===== src/rtl/his_peak_finder_pkg.sv =====
// Shared sizing defaults and FSM state encoding for the histogram peak finder.
package his_peak_finder_pkg;

  localparam int NB        = 8;        // bin address width
  localparam int BIN_NUM   = 2 ** NB;  // bins per pixel
  localparam int PIXEL_NUM = 200;      // pixels per histogram RAM
  localparam int PIX_W     = 8;        // pixel index width
  localparam int CNT_W     = 10;       // bin count width

  typedef enum logic [2:0] {
    ST_IDLE  = 3'd0,
    ST_SCAN  = 3'd1,
    ST_DRAIN = 3'd2,
    ST_EMIT  = 3'd3,
    ST_NEXT  = 3'd4
  } state_e;

endpackage


===== src/rtl/peak_argmax_acc.sv =====
// Running-max accumulator: tracks the largest count seen and the index where
// it first appeared. Strictly-greater update keeps ties on the lowest index.
module peak_argmax_acc #(
  parameter int CNT_W = 10,
  parameter int IDX_W = 8
) (
  input  logic             clk,
  input  logic             rst_n,
  input  logic             clr,
  input  logic             first,
  input  logic             vld,
  input  logic [CNT_W-1:0] data,
  input  logic [IDX_W-1:0] idx,
  output logic [CNT_W-1:0] max_cnt,
  output logic [IDX_W-1:0] max_bin
);

  logic [CNT_W-1:0] max_cnt_q;
  logic [IDX_W-1:0] max_bin_q;

  // Load on the first sample of a set, then replace only on a strictly larger count.
  always_ff @(posedge clk or negedge rst_n) begin
    if (!rst_n) begin
      // NOTE: non-blocking assignments so every register samples pre-edge values.
      max_cnt_q <= '0;
      max_bin_q <= '0;
    end else if (clr) begin
      max_cnt_q <= '0;
      max_bin_q <= '0;
    end else if (vld && (first || (data > max_cnt_q))) begin
      max_cnt_q <= data;
      max_bin_q <= idx;
    end
  end

  assign max_cnt = max_cnt_q;
  assign max_bin = max_bin_q;

endmodule


===== src/rtl/his_peak_finder.sv =====
// Scans a completed histogram bank pixel by pixel and streams out the peak
// bin, its count and an above-threshold flag for each pixel.
module his_peak_finder #(
  parameter int NB        = his_peak_finder_pkg::NB,
  parameter int PIXEL_NUM = his_peak_finder_pkg::PIXEL_NUM,
  parameter int PIX_W     = his_peak_finder_pkg::PIX_W,
  parameter int CNT_W     = his_peak_finder_pkg::CNT_W
) (
  input  logic             clk,
  input  logic             res,
  input  logic             acq_done,
  input  logic             his_bank,
  input  logic [CNT_W-1:0] thresh,
  output logic             rd_en,
  output logic             rd_bank,
  output logic [PIX_W-1:0] rd_pixel,
  output logic [NB-1:0]    rd_bin,
  input  logic [CNT_W-1:0] rd_data,
  output logic             peak_valid,
  input  logic             peak_ready,
  output logic [PIX_W-1:0] peak_pixel,
  output logic [NB-1:0]    peak_bin,
  output logic [CNT_W-1:0] peak_count,
  output logic             peak_hit,
  output logic             busy,
  output logic             overrun
);

  import his_peak_finder_pkg::*;

  localparam logic [NB-1:0]    BIN_LAST = '1;
  localparam logic [PIX_W-1:0] PIX_LAST = PIX_W'(PIXEL_NUM - 1);

  state_e           state_q;
  logic             rd_en_q;
  logic             rd_bank_q;
  logic [PIX_W-1:0] pixel_q;
  logic [NB-1:0]    rd_bin_q;
  logic [CNT_W-1:0] thr_q;
  logic             busy_q;
  logic             overrun_q;
  logic             peak_valid_q;

  // Read-return alignment: data for a read arrives one cycle after the strobe.
  logic             rd_vld_q;
  logic [NB-1:0]    rd_bin_d1_q;

  logic             scan_start;
  logic [CNT_W-1:0] acc_cnt;
  logic [NB-1:0]    acc_bin;

  assign scan_start = (state_q == ST_IDLE) && acq_done;

  // Scan sequencer: issues reads for every bin of every pixel and handshakes results.
  always_ff @(posedge clk or negedge res) begin
    if (!res) begin
      state_q      <= ST_IDLE;
      rd_en_q      <= 1'b0;
      rd_bank_q    <= 1'b0;
      pixel_q      <= '0;
      rd_bin_q     <= '0;
      thr_q        <= '0;
      busy_q       <= 1'b0;
      overrun_q    <= 1'b0;
      peak_valid_q <= 1'b0;
    end else begin
      // A new acquisition while a scan is running cannot be served; flag it.
      if (acq_done && busy_q) overrun_q <= 1'b1;

      case (state_q)
        ST_IDLE: begin
          if (acq_done) begin
            rd_bank_q <= his_bank;
            thr_q     <= thresh;
            pixel_q   <= '0;
            rd_bin_q  <= '0;
            rd_en_q   <= 1'b1;
            busy_q    <= 1'b1;
            state_q   <= ST_SCAN;
          end
        end
        ST_SCAN: begin
          if (rd_bin_q == BIN_LAST) begin
            rd_en_q <= 1'b0;
            state_q <= ST_DRAIN;
          end else begin
            rd_bin_q <= rd_bin_q + NB'(1);
          end
        end
        ST_DRAIN: begin
          // The last bin is absorbed at this edge, so the peak is final in EMIT.
          peak_valid_q <= 1'b1;
          state_q      <= ST_EMIT;
        end
        ST_EMIT: begin
          if (peak_ready) begin
            peak_valid_q <= 1'b0;
            if (pixel_q == PIX_LAST) begin
              busy_q  <= 1'b0;
              state_q <= ST_IDLE;
            end else begin
              state_q <= ST_NEXT;
            end
          end
        end
        ST_NEXT: begin
          pixel_q  <= pixel_q + PIX_W'(1);
          rd_bin_q <= '0;
          rd_en_q  <= 1'b1;
          state_q  <= ST_SCAN;
        end
        default: state_q <= ST_IDLE;
      endcase
    end
  end

  // Delay the read strobe and bin address to line up with the returning data.
  always_ff @(posedge clk or negedge res) begin
    if (!res) begin
      rd_vld_q    <= 1'b0;
      rd_bin_d1_q <= '0;
    end else begin
      rd_vld_q    <= rd_en_q;
      rd_bin_d1_q <= rd_bin_q;
    end
  end

  peak_argmax_acc #(
    .CNT_W (CNT_W),
    .IDX_W (NB)
  ) u_acc (
    .clk     (clk),
    .rst_n   (res),
    .clr     (scan_start),
    .first   (rd_bin_d1_q == '0),
    .vld     (rd_vld_q),
    .data    (rd_data),
    .idx     (rd_bin_d1_q),
    .max_cnt (acc_cnt),
    .max_bin (acc_bin)
  );

  assign rd_en      = rd_en_q;
  assign rd_bank    = rd_bank_q;
  assign rd_pixel   = pixel_q;
  assign rd_bin     = rd_bin_q;
  assign busy       = busy_q;
  assign overrun    = overrun_q;
  assign peak_valid = peak_valid_q;
  assign peak_pixel = pixel_q;
  assign peak_bin   = acc_bin;
  assign peak_count = acc_cnt;
  // Qualified by valid so the idle/reset value reads as 0 even with a zero threshold.
  assign peak_hit   = peak_valid_q && (acc_cnt >= thr_q);

endmodule


===== config.mk =====
export PLATFORM = sky130hd
export DESIGN_NAME = his_peak_finder
export DESIGN_NICKNAME = d
export VERILOG_FILES = /design/src/rtl/his_peak_finder_pkg.sv /design/src/rtl/peak_argmax_acc.sv /design/src/rtl/his_peak_finder.sv
export SDC_FILE = /design/constraint.sdc
export NUM_CORES = 1
export LEC_CHECK = 0
export CAP_MARGIN = 40
export CORE_MARGIN = 10
export CORE_UTILIZATION = 50
export CTS_CLUSTER_SIZE = 8
export DETAILED_ROUTE_END_ITERATION = 16
export GPL_TIMING_DRIVEN = 0
export HOLD_SLACK_MARGIN = 0.08
export PLACE_DENSITY = 0.76
export SETUP_SLACK_MARGIN = 0.15
export SLEW_MARGIN = 10
export SYNTH_ARGS = -nofsm -noshare
export SYNTH_HDL_FRONTEND = slang
export SYNTH_SLANG_ARGS = --single-unit

===== constraint.sdc =====
create_clock -name clk -period 4.6 [get_ports clk]
set_input_delay 0.69 -clock clk [delete_from_list [all_inputs] [get_ports clk]]
set_output_delay 0.69 -clock clk [all_outputs]
set_load 0.01 [all_outputs]

Word level (Yosys, flattened, before mapping)
Index checks and enable logic that the tools add are counted.
Storage, ports and cells
  register bits after elaboration: 61
  output and inout port bits: 48
  input port bits: 25
Cells by class
  equal/unequal tests: 11
  multiplexer cells: 21
  $lt $le $gt $ge: 2
  add/subtract/negate cells: 2
  reductions and logical operators: 19
Operator list (number)
  8-bit two-way mux: 4
  8-bit case mux with 3 select lines: 1
  10-bit two-way mux: 2
  8-bit by 1-bit adder with 8-bit output (second input constant): 2
  8-bit equality test (second input constant): 2
  8-bit case mux with 2 select lines: 1
  3-bit case mux with 5 select lines: 1
  3-bit two-way mux: 4
  10-bit >= comparator: 1
  10-bit > comparator: 1
  2-bit inequality test (second input constant): 5
  3-bit AND reduction: 3
  8-bit logical NOT: 1
  2-bit nonzero test: 4
  3-bit by 2-bit equality test with 1-bit output (second input constant): 2
  2-bit AND reduction: 3
  1-bit two-way mux: 5
  1-bit logical AND: 4
  1-bit case mux with 2 select lines: 2
  4-bit AND reduction: 1
  3-bit by 1-bit equality test with 1-bit output (second input constant): 1
  3-bit equality test (second input constant): 1
  3-bit logical NOT: 1
  1-bit case mux with 3 select lines: 1
  2 further kinds: 2

Depth between registers and ports, before layout
Gate-level depths: netlist of the first run.
  word-level depth: 5
  mapped depth: 8
  gate-level depth less buffers: 7

Cells and area by module
A second synthesis of the first run with hierarchy kept.
Unflattened totals
  cells, all modules: 335
  area total of the unflattened synthesis: 3355.7 um2
Modules (own cells, without submodules)
  his_peak_finder: times used 1, seq. area each 1076.0 um2, area an instance 2114.5 um2, cells an instance 206
  peak_argmax_acc: times used 1, seq. area each 450.4 um2, area an instance 1241.2 um2, cells an instance 129

Least setup slack after synthesis of the first run
No wires, ideal clock.
  path type: input to register
  start point: input port rd_data[8]
  end point: register u_acc.max_bin_q[3] (netlist: u_acc.max_bin[3])
  cell stages on the path: 7
  setup slack: 2.243 ns
  required time: 4.533 ns
  buffers on the path: 1
  library setup time: 0.067 ns
  arrival time: 2.290 ns
  cell sequence: ha_1 a21oi_1 a21boi_1 or4b_4 a21oi_4 buf_6 a22o_1
Between the ends
  cells in the longest elaborated chain, start to end: 4
Ends and longest elaborated chain
  start: declaration: RTL line his_peak_finder.sv:18  | input logic [CNT_W-1:0] rd_data,
  10-bit > comparator: RTL line peak_argmax_acc.sv:30  | end else if (vld && (first || (data > max_cnt_q))) begin
  1-bit logical OR: RTL line peak_argmax_acc.sv:30
  1-bit logical AND: RTL line peak_argmax_acc.sv:30
  2-bit nonzero test (no source line)
  end signal: assignment: RTL line peak_argmax_acc.sv:32  | max_bin_q <= idx;
  end: declaration: RTL line peak_argmax_acc.sv:19  | logic [IDX_W-1:0] max_bin_q;
Every way passes these cells.
A chain may end at the register's enable or synchronous reset.

Worst setup path after layout of the first run
  start point: register u_acc.max_cnt_q[7] (netlist: u_acc.max_cnt[7])
  end point: output port peak_hit
Between the ends
  cells in the longest elaborated chain, start to end: 2
Ends and longest elaborated chain
  start: declaration: RTL line peak_argmax_acc.sv:18  | logic [CNT_W-1:0] max_cnt_q;
  start signal: assignment: RTL line peak_argmax_acc.sv:31  | max_cnt_q <= data;
  10-bit >= comparator: RTL line his_peak_finder.sv:154  | assign peak_hit = peak_valid_q && (acc_cnt >= thr_q);
  1-bit logical AND: RTL line his_peak_finder.sv:154
  end: declaration: RTL line his_peak_finder.sv:24  | output logic peak_hit,
Every way passes these cells.

==> results.cfg, run 1 <==
[placed_design]
port_buffers = 72
place.detailed.hpwl_um = 5470
gp_routability_congestion = 0.809
placedInstanceArea_um2 = 3870

[detailed_routing]
drt-vias-per-instance = 5.43
drt_iter0_markers = 98
aggregate_routed_wire_length_um = 7370
drt-pass1-iter-count = 4
ant_nets = 0
dr_total_vias = 2437
remaining_design_rule_violation_count = 0
routedWlPerCell_um = 16.4

[global_routing]
grt_antenna_before_repair = 0
grt_pass1_vias = 2605
global_route_wire_length_before_repair_um = 12500
grt.total_usage = 0.156
grt_start_max_net_pins = 62
gr-total-overflow = 0

[sta]
total_neg_setup_slack_ps = 0
final_max_slew_viol_count = 0
final.period_utilization = 0.655
slew_headroom = 0.401
max_slew.worst_pin.slew_ps = 891
clock_skew_ps = 11.7
fmax_mhz = 332
unrepaired_setup_endpoints_after_global_routing = no
period_needed_ps = 3020
finalSetupViolCount = 0
hold_viol = 0

[setup_path]
critical_path_peak_fanout = 4
critPathRequiredTime_ps = 3910
critPathCaptureType = primary output
critPathArrivalTime_ps = 2330
crit_path_cell_trace = ha_1 -> a21o_1 -> a211oi_1 -> nand2_1 -> o211ai_1 -> a31oi_1 -> clkdlybuf4s50_1
timing.critical_path.slowest_cell_delay_ps = 500
slowest_stage = sky130_fd_sc_hd__clkdlybuf4s50_1
startpoint_type = flip-flop
path_class = flip-flop to primary output

[run]
drv.max_cap_violation_count = 0

[final_layout]
post_route_cells_drive_above_1_share = 0.118
fin_nets = 416
area_growth_syn_to_layout_pct = 33.0
finish.instance_area_um2 = 4070
antenna-diode-count = 0

[logic_synthesis]
syn-cell-area_um2 = 3060
synth.avg_cell_area_um2 = 10.7
synth_simple_gate_area_frac = 0.158
dominant_combinational_cell_family_by_area_after_synthesis = compound AO/OA/AOI/OAI gates
seq_area_frac_synth = 0.499
gate_count_of_the_mapped_netlist = 286
synth.top_cells.by_area = sky130_fd_sc_hd__dfrtp_1 50%, sky130_fd_sc_hd__ha_1 9.0%, sky130_fd_sc_hd__a22o_1 4.9%
yosys-mux-area-fraction = 0.00654
synth.cells.most_frequent = 61 x sky130_fd_sc_hd__dfrtp_1, 32 x sky130_fd_sc_hd__nand2_1, 23 x sky130_fd_sc_hd__inv_1, 22 x sky130_fd_sc_hd__ha_1
yosysUniqueCellTypes = 49
netlist.top_cell.by_area = sky130_fd_sc_hd__dfrtp_1
synth_top_flop_cell = sky130_fd_sc_hd__dfrtp_1
post_synth_edffs = 0
synth_largest_type_area_fraction = 0.499
synth_nets = 333
post_synth_fa_ha_maj_area_fraction = 0.0900
postSynthRegisterBits = 61
synthesis.yosys.warnings = 0
async_reset_ff_frac = 1.00
dominant_cell_by_count_in_the_synthesized_netlist = sky130_fd_sc_hd__dfrtp_1
complex_gate_fraction_of_the_synthesized_area = 0.171
xor_xnor_share_of_the_synthesized_area = 0.0143

[floorplan]
chipWidth_um = 98.2
row_count = 28
die_y_um = 98.2
die-area_um2 = 9650
core_area_um2 = 5920
num_io_pins = 73
initial_core_util = 0.517

[min_path]
timing.hold.worst.class = primary input to asynchronous set/reset pin

[power]
worst_ir_drop_vdd_mv = 0.412
total_leakage_power_uw = 0.00182
pwr_density_cell_nw_per_um2 = 608

[cts]
cts-buffers-inserted = 9
cts.repair.resized = 0
postCtsSetupBuffers = 0
cts.sink_count = 61
clk_root_buffer_cell = sky130_fd_sc_hd__clkbuf_8
post_cts_hold_buffer_count = 0
cts_tree = yes
clock_insertion_delay_worst_skew_ps = 350
cts-root-to-sink-buffers = 2
clk_pin_slew_ps = 70
cts.htree.levels = 3

[outcome]
run_status = finished, final reports clean
-- layout by cell type (no fill, tap or decap), types with 2 or more instances in the layout --
master and n:
sky130_fd_sc_hd__clkdlybuf4s50_1 71, sky130_fd_sc_hd__dfrtp_1 61, sky130_fd_sc_hd__nand2_1 32, sky130_fd_sc_hd__inv_1 23
sky130_fd_sc_hd__ha_1 22, sky130_fd_sc_hd__o21ai_0 17, sky130_fd_sc_hd__a22o_1 17, sky130_fd_sc_hd__nor2_1 14
sky130_fd_sc_hd__a21oi_1 12, sky130_fd_sc_hd__buf_4 9, sky130_fd_sc_hd__clkbuf_8 9, sky130_fd_sc_hd__nand3_1 6
sky130_fd_sc_hd__nand4_1 6, sky130_fd_sc_hd__clkbuf_1 5, sky130_fd_sc_hd__nor3_1 4, sky130_fd_sc_hd__and3_1 4
sky130_fd_sc_hd__xor2_1 4, sky130_fd_sc_hd__a211oi_1 3, sky130_fd_sc_hd__o211ai_1 3, sky130_fd_sc_hd__o31ai_1 3
sky130_fd_sc_hd__a22o_2 3, sky130_fd_sc_hd__clkinvlp_4 3, sky130_fd_sc_hd__a21o_1 2, sky130_fd_sc_hd__nand2b_1 2
sky130_fd_sc_hd__nor2b_1 2, sky130_fd_sc_hd__a31oi_1 2, sky130_fd_sc_hd__nand4_2 2, sky130_fd_sc_hd__nor4_2 2
sky130_fd_sc_hd__buf_2 2, sky130_fd_sc_hd__nor4_1 2, sky130_fd_sc_hd__mux2i_1 2
-- metrics by stage --
step | util | setup slack (ps) | instances | power, µW | hold WS [ps]
floorplan | - | 2240 | 286 | 1490 | 394
global placement | 0.654 | 887 | 433 | 1980 | 437
detailed placement | 0.654 | 1540 | 433 | 2020 | 435
CTS | 0.687 | 1570 | 449 | 2510 | 438
global route | 0.687 | 1490 | 449 | 2660 | 466
finish | 0.687 | 1580 | 449 | 2470 | 412
-- metal layers --
| layer | vias up | track usage | wire length [µm] |
|---|---|---|---|
| met1 | 1176 | 0.188 | 3260 |
| li1 | 1185 | - | - |
| met3 | 11 | 0.0500 | 482 |
| met5 | - | 0 | 0 |
| met2 | 65 | 0.254 | 3510 |
| met4 | 0 | 0.0628 | 121 |
-- cell type report --
type | count | area, µm²
sequential | 61 | 1530
inverter | 23 | 86.3
buffer | 16 | 100
clock inverter | 7 | 75.1
clock buffer | 9 | 124
tap | 75 | 93.8
multi-input combinational | 186 | 1350
timing repair buffer | 72 | 718
fill | 470 | 1850
-- worst max-delay path, delay by kind of cell, from the launching register on --
family          cells  cell delay, ps
compound gates      4             650
simple gates        1              90
fa+ha+maj           1             320
flops               1             420
buf+inv             1             500
-- path summary, 6_finish.rpt --
check / start / endpoint / slack [ps] / depth (start not counted)
max: u_acc.max_cnt[7] / peak_hit / 1580 / 7
min reg2reg: rd_bin[1] / rd_bin_d1_q[1] / 460 / 0
min: res / u_acc.max_cnt[8] / 410 / 1
max in group asynchronous: res / busy / 3670 / 1
max reg2reg: u_acc.max_cnt[8] / u_acc.max_bin[6] / 2220 / 8
min in group clk: rd_bin[1] / rd_bin_d1_q[1] / 460 / 0
-- kinds of logic after synthesis --
family	count (synthesis)
buf+inv	39
simple gates	87
flops	61
fa+ha+maj	22
compound gates	70
xor+xnor	5
mux	2
-- where the power goes --
group | leakage (µW) | switching (µW) | total (µW) | internal [µW]
clock network | 0.0000918 | 227 | 478 | 251
registers | 0.000756 | 206 | 959 | 752
logic | 0.000968 | 448 | 1040 | 588
total | 0.00182 | 882 | 2470 | 1590
-- registers in the layout, indices dropped and copies added, names as in the netlist --
| name | cells |
|---|---|
| rd_en | 1 |
| rd_vld_q | 1 |
| peak_valid | 1 |
| rd_bank | 1 |
| rd_bin | 8 |
| u_acc.max_bin | 8 |
| peak_pixel | 8 |
| u_acc.max_cnt | 10 |
| thr_q | 10 |
| busy | 1 |
| rd_bin_d1_q | 8 |
| state_q | 3 |
| overrun | 1 |
Note: power is estimated with default switching activity, not from simulation.
==> run 2: changes to the inputs <==
- CORE_UTILIZATION: 50 -> 45
- PLACE_DENSITY: 0.76 -> 0.72
- clock period: 4.6 -> 2.5 ns (I/O delays scaled with it)
==> results.cfg, run 2 (synthesis results as in run 1) <==
[final_layout]
antenna-diode-count = 0
fill_cells = 536
area_growth_syn_to_layout_pct = 35.7
finish.instance_area_um2 = 4150
layout.cells.most_common = sky130_fd_sc_hd__clkdlybuf4s50_1
most-common-layout-cells = 70 x sky130_fd_sc_hd__clkdlybuf4s50_1, 61 x sky130_fd_sc_hd__dfrtp_1, 32 x sky130_fd_sc_hd__nand2_1, 22 x sky130_fd_sc_hd__inv_1, 20 x sky130_fd_sc_hd__ha_1
fin_nets = 422
post_route_cells_drive_above_1_share = 0.147
final_cell_count_no_fill = 457
finish.utilization = 0.643

[sta]
layout_setup_ws_ps = 204
final_max_slew_viol_count = 0
final.period_utilization = 0.918
unrepaired_setup_endpoints_after_global_routing = no
period_needed_ps = 2300
fmax_mhz = 436
clock_skew_ps = 8.30
max_slew.worst_pin.slew_ps = 868
slew_headroom = 0.417
finalSetupViolCount = 0
hold_viol = 0
total_neg_setup_slack_ps = 0

[placed_design]
port_buffers = 72
place.detailed.hpwl_um = 5500
gp_routability_congestion = 0.820
worst_slack_placed_ps = -221
placedInstanceArea_um2 = 3870
placedCellCount = 435

[cts]
cts-root-to-sink-buffers = 2
clock_insertion_delay_worst_skew_ps = 350
clk_pin_slew_ps = 80
cts_tree = yes
clk_root_buffer_cell = sky130_fd_sc_hd__clkbuf_8
cts.sink_count = 61
post_cts_hold_buffer_count = 0
cts-buffers-inserted = 9
cts.htree.levels = 3

[floorplan]
chipWidth_um = 102
die-area_um2 = 10500
num_io_pins = 73
row_count = 29
initial_core_util = 0.474
die_y_um = 102
core_area_um2 = 6460

[setup_path]
timing.reg2reg.worst_path_depth = 9
crit_family = simple AND/OR/NAND/NOR gates
critPathArrivalTime_ps = 2520
path_class = primary input to flip-flop
critical_path_peak_fanout = 10
ff_to_ff_start = u_acc.max_cnt[7]
reg2reg_setup_slack_ps = 220
startpoint = rd_data[4]
r2r_end = u_acc.max_cnt[0]
critPathRequiredTime_ps = 2730
crit_path_cell_trace = clkdlybuf4s50_1 -> ha_1 -> a21oi_1 -> a211oi_2 -> or4b_4 -> nor3b_4 -> buf_12 -> a22o_1
critical_path_buf_inv_count = 2
startpoint_type = primary input
timing.critical_path.slowest_cell_delay_ps = 520
critPathCaptureType = flip-flop
slowest_stage = sky130_fd_sc_hd__or4b_4

[detailed_routing]
drt_iter0_markers = 48
drt-vias-per-instance = 5.46
routedWlPerCell_um = 16.8
aggregate_routed_wire_length_um = 7660
ant_nets = 0
dr_total_vias = 2493
remaining_design_rule_violation_count = 0
drt-pass1-iter-count = 7

[min_path]
timing.hold.worst.class = primary input to asynchronous set/reset pin

[global_routing]
grt_pass1_vias = 2492
global_route_wire_length_before_repair_um = 12200
grt_start_max_net_pins = 62
grt.total_usage = 0.148
gr-total-overflow = 0
grt_antenna_before_repair = 0

[power]
total_leakage_power_uw = 0.00183
pwr_density_cell_nw_per_um2 = 1110
worst_ir_drop_vdd_mv = 0.616

[outcome]
run_status = finished, final reports clean

[run]
drv.max_cap_violation_count = 0
==> run 2: cell types whose count changed in the layout (fill, tap and decap cells not counted), sizes merged <==
cell	before	now
clkbuf	14	17
buf	12	18
clkdlybuf4s50	71	70
bufinv	1	0
inv	24	23
==> run 2: final cells by class <==
class                           count  area, µm²  share of cell area
Timing Repair Buffer               78        771               0.186
Sequential cell                    61       1530               0.368
Multi-Input combinational cell    186       1390               0.336
Buffer                             16        100              0.0241
Inverter                           23       86.3              0.0208
Tap cell                           77       96.3              0.0232
Clock buffer                       11        141              0.0341
Clock inverter                      5       36.3             0.00874
==> run 2: per-stage QoR <==
stage | hold slack (ps) | total power [µW]
after detailed placement | 444 | 3720
after global placement | 442 | 3660
after global routing | 157 | 4940
final | 93.1 | 4600
after CTS | 132 | 4580
after floorplan | 79.4 | 2740
==> run 2: worst max-delay path by stage <==
stage                            end  slack [ps]  cells past startpoint
finish              u_acc.max_cnt[0]         200                      8
global route        u_acc.max_cnt[4]         130                      8
CTS                         peak_hit         140                      7
detailed placement  u_acc.max_bin[4]        -220                      8
global placement       peak_pixel[1]        -940                      1
floorplan           u_acc.max_bin[3]         380                      8
==> run 2: metal layers <==
layer  vias up  wire length, µm  GRT usage
met5         -                0          0
met4         0              112     0.0477
met3        11              567     0.0594
met2        58             3680      0.237
met1      1227             3300      0.177
li1       1197                -          -
==> run 2: timing repair <==
action	in CTS	in global routing
endpoints found under the setup margin	5	19
resized for setup	2	8
pin swaps	2	3
hold endpoints to repair	0	0
buffers inserted	5	1
==> run 2: worst reg2reg max path: stages, from the launching register on <==
cell and delay (ps):
sky130_fd_sc_hd__dfrtp_1 400, sky130_fd_sc_hd__buf_4 150, sky130_fd_sc_hd__inv_1 40, sky130_fd_sc_hd__ha_1 310, sky130_fd_sc_hd__nand4_4 140, sky130_fd_sc_hd__a221oi_2 60
sky130_fd_sc_hd__or4b_4 550, sky130_fd_sc_hd__nor3b_4 180, sky130_fd_sc_hd__buf_12 150, sky130_fd_sc_hd__a22o_1 180
==> run 2: power breakdown <==
| part | switching [µW] | internal [µW] | total [µW] |
|---|---|---|---|
| clock | 412 | 386 | 798 |
| combinational | 880 | 1150 | 2030 |
| sequential | 389 | 1380 | 1770 |
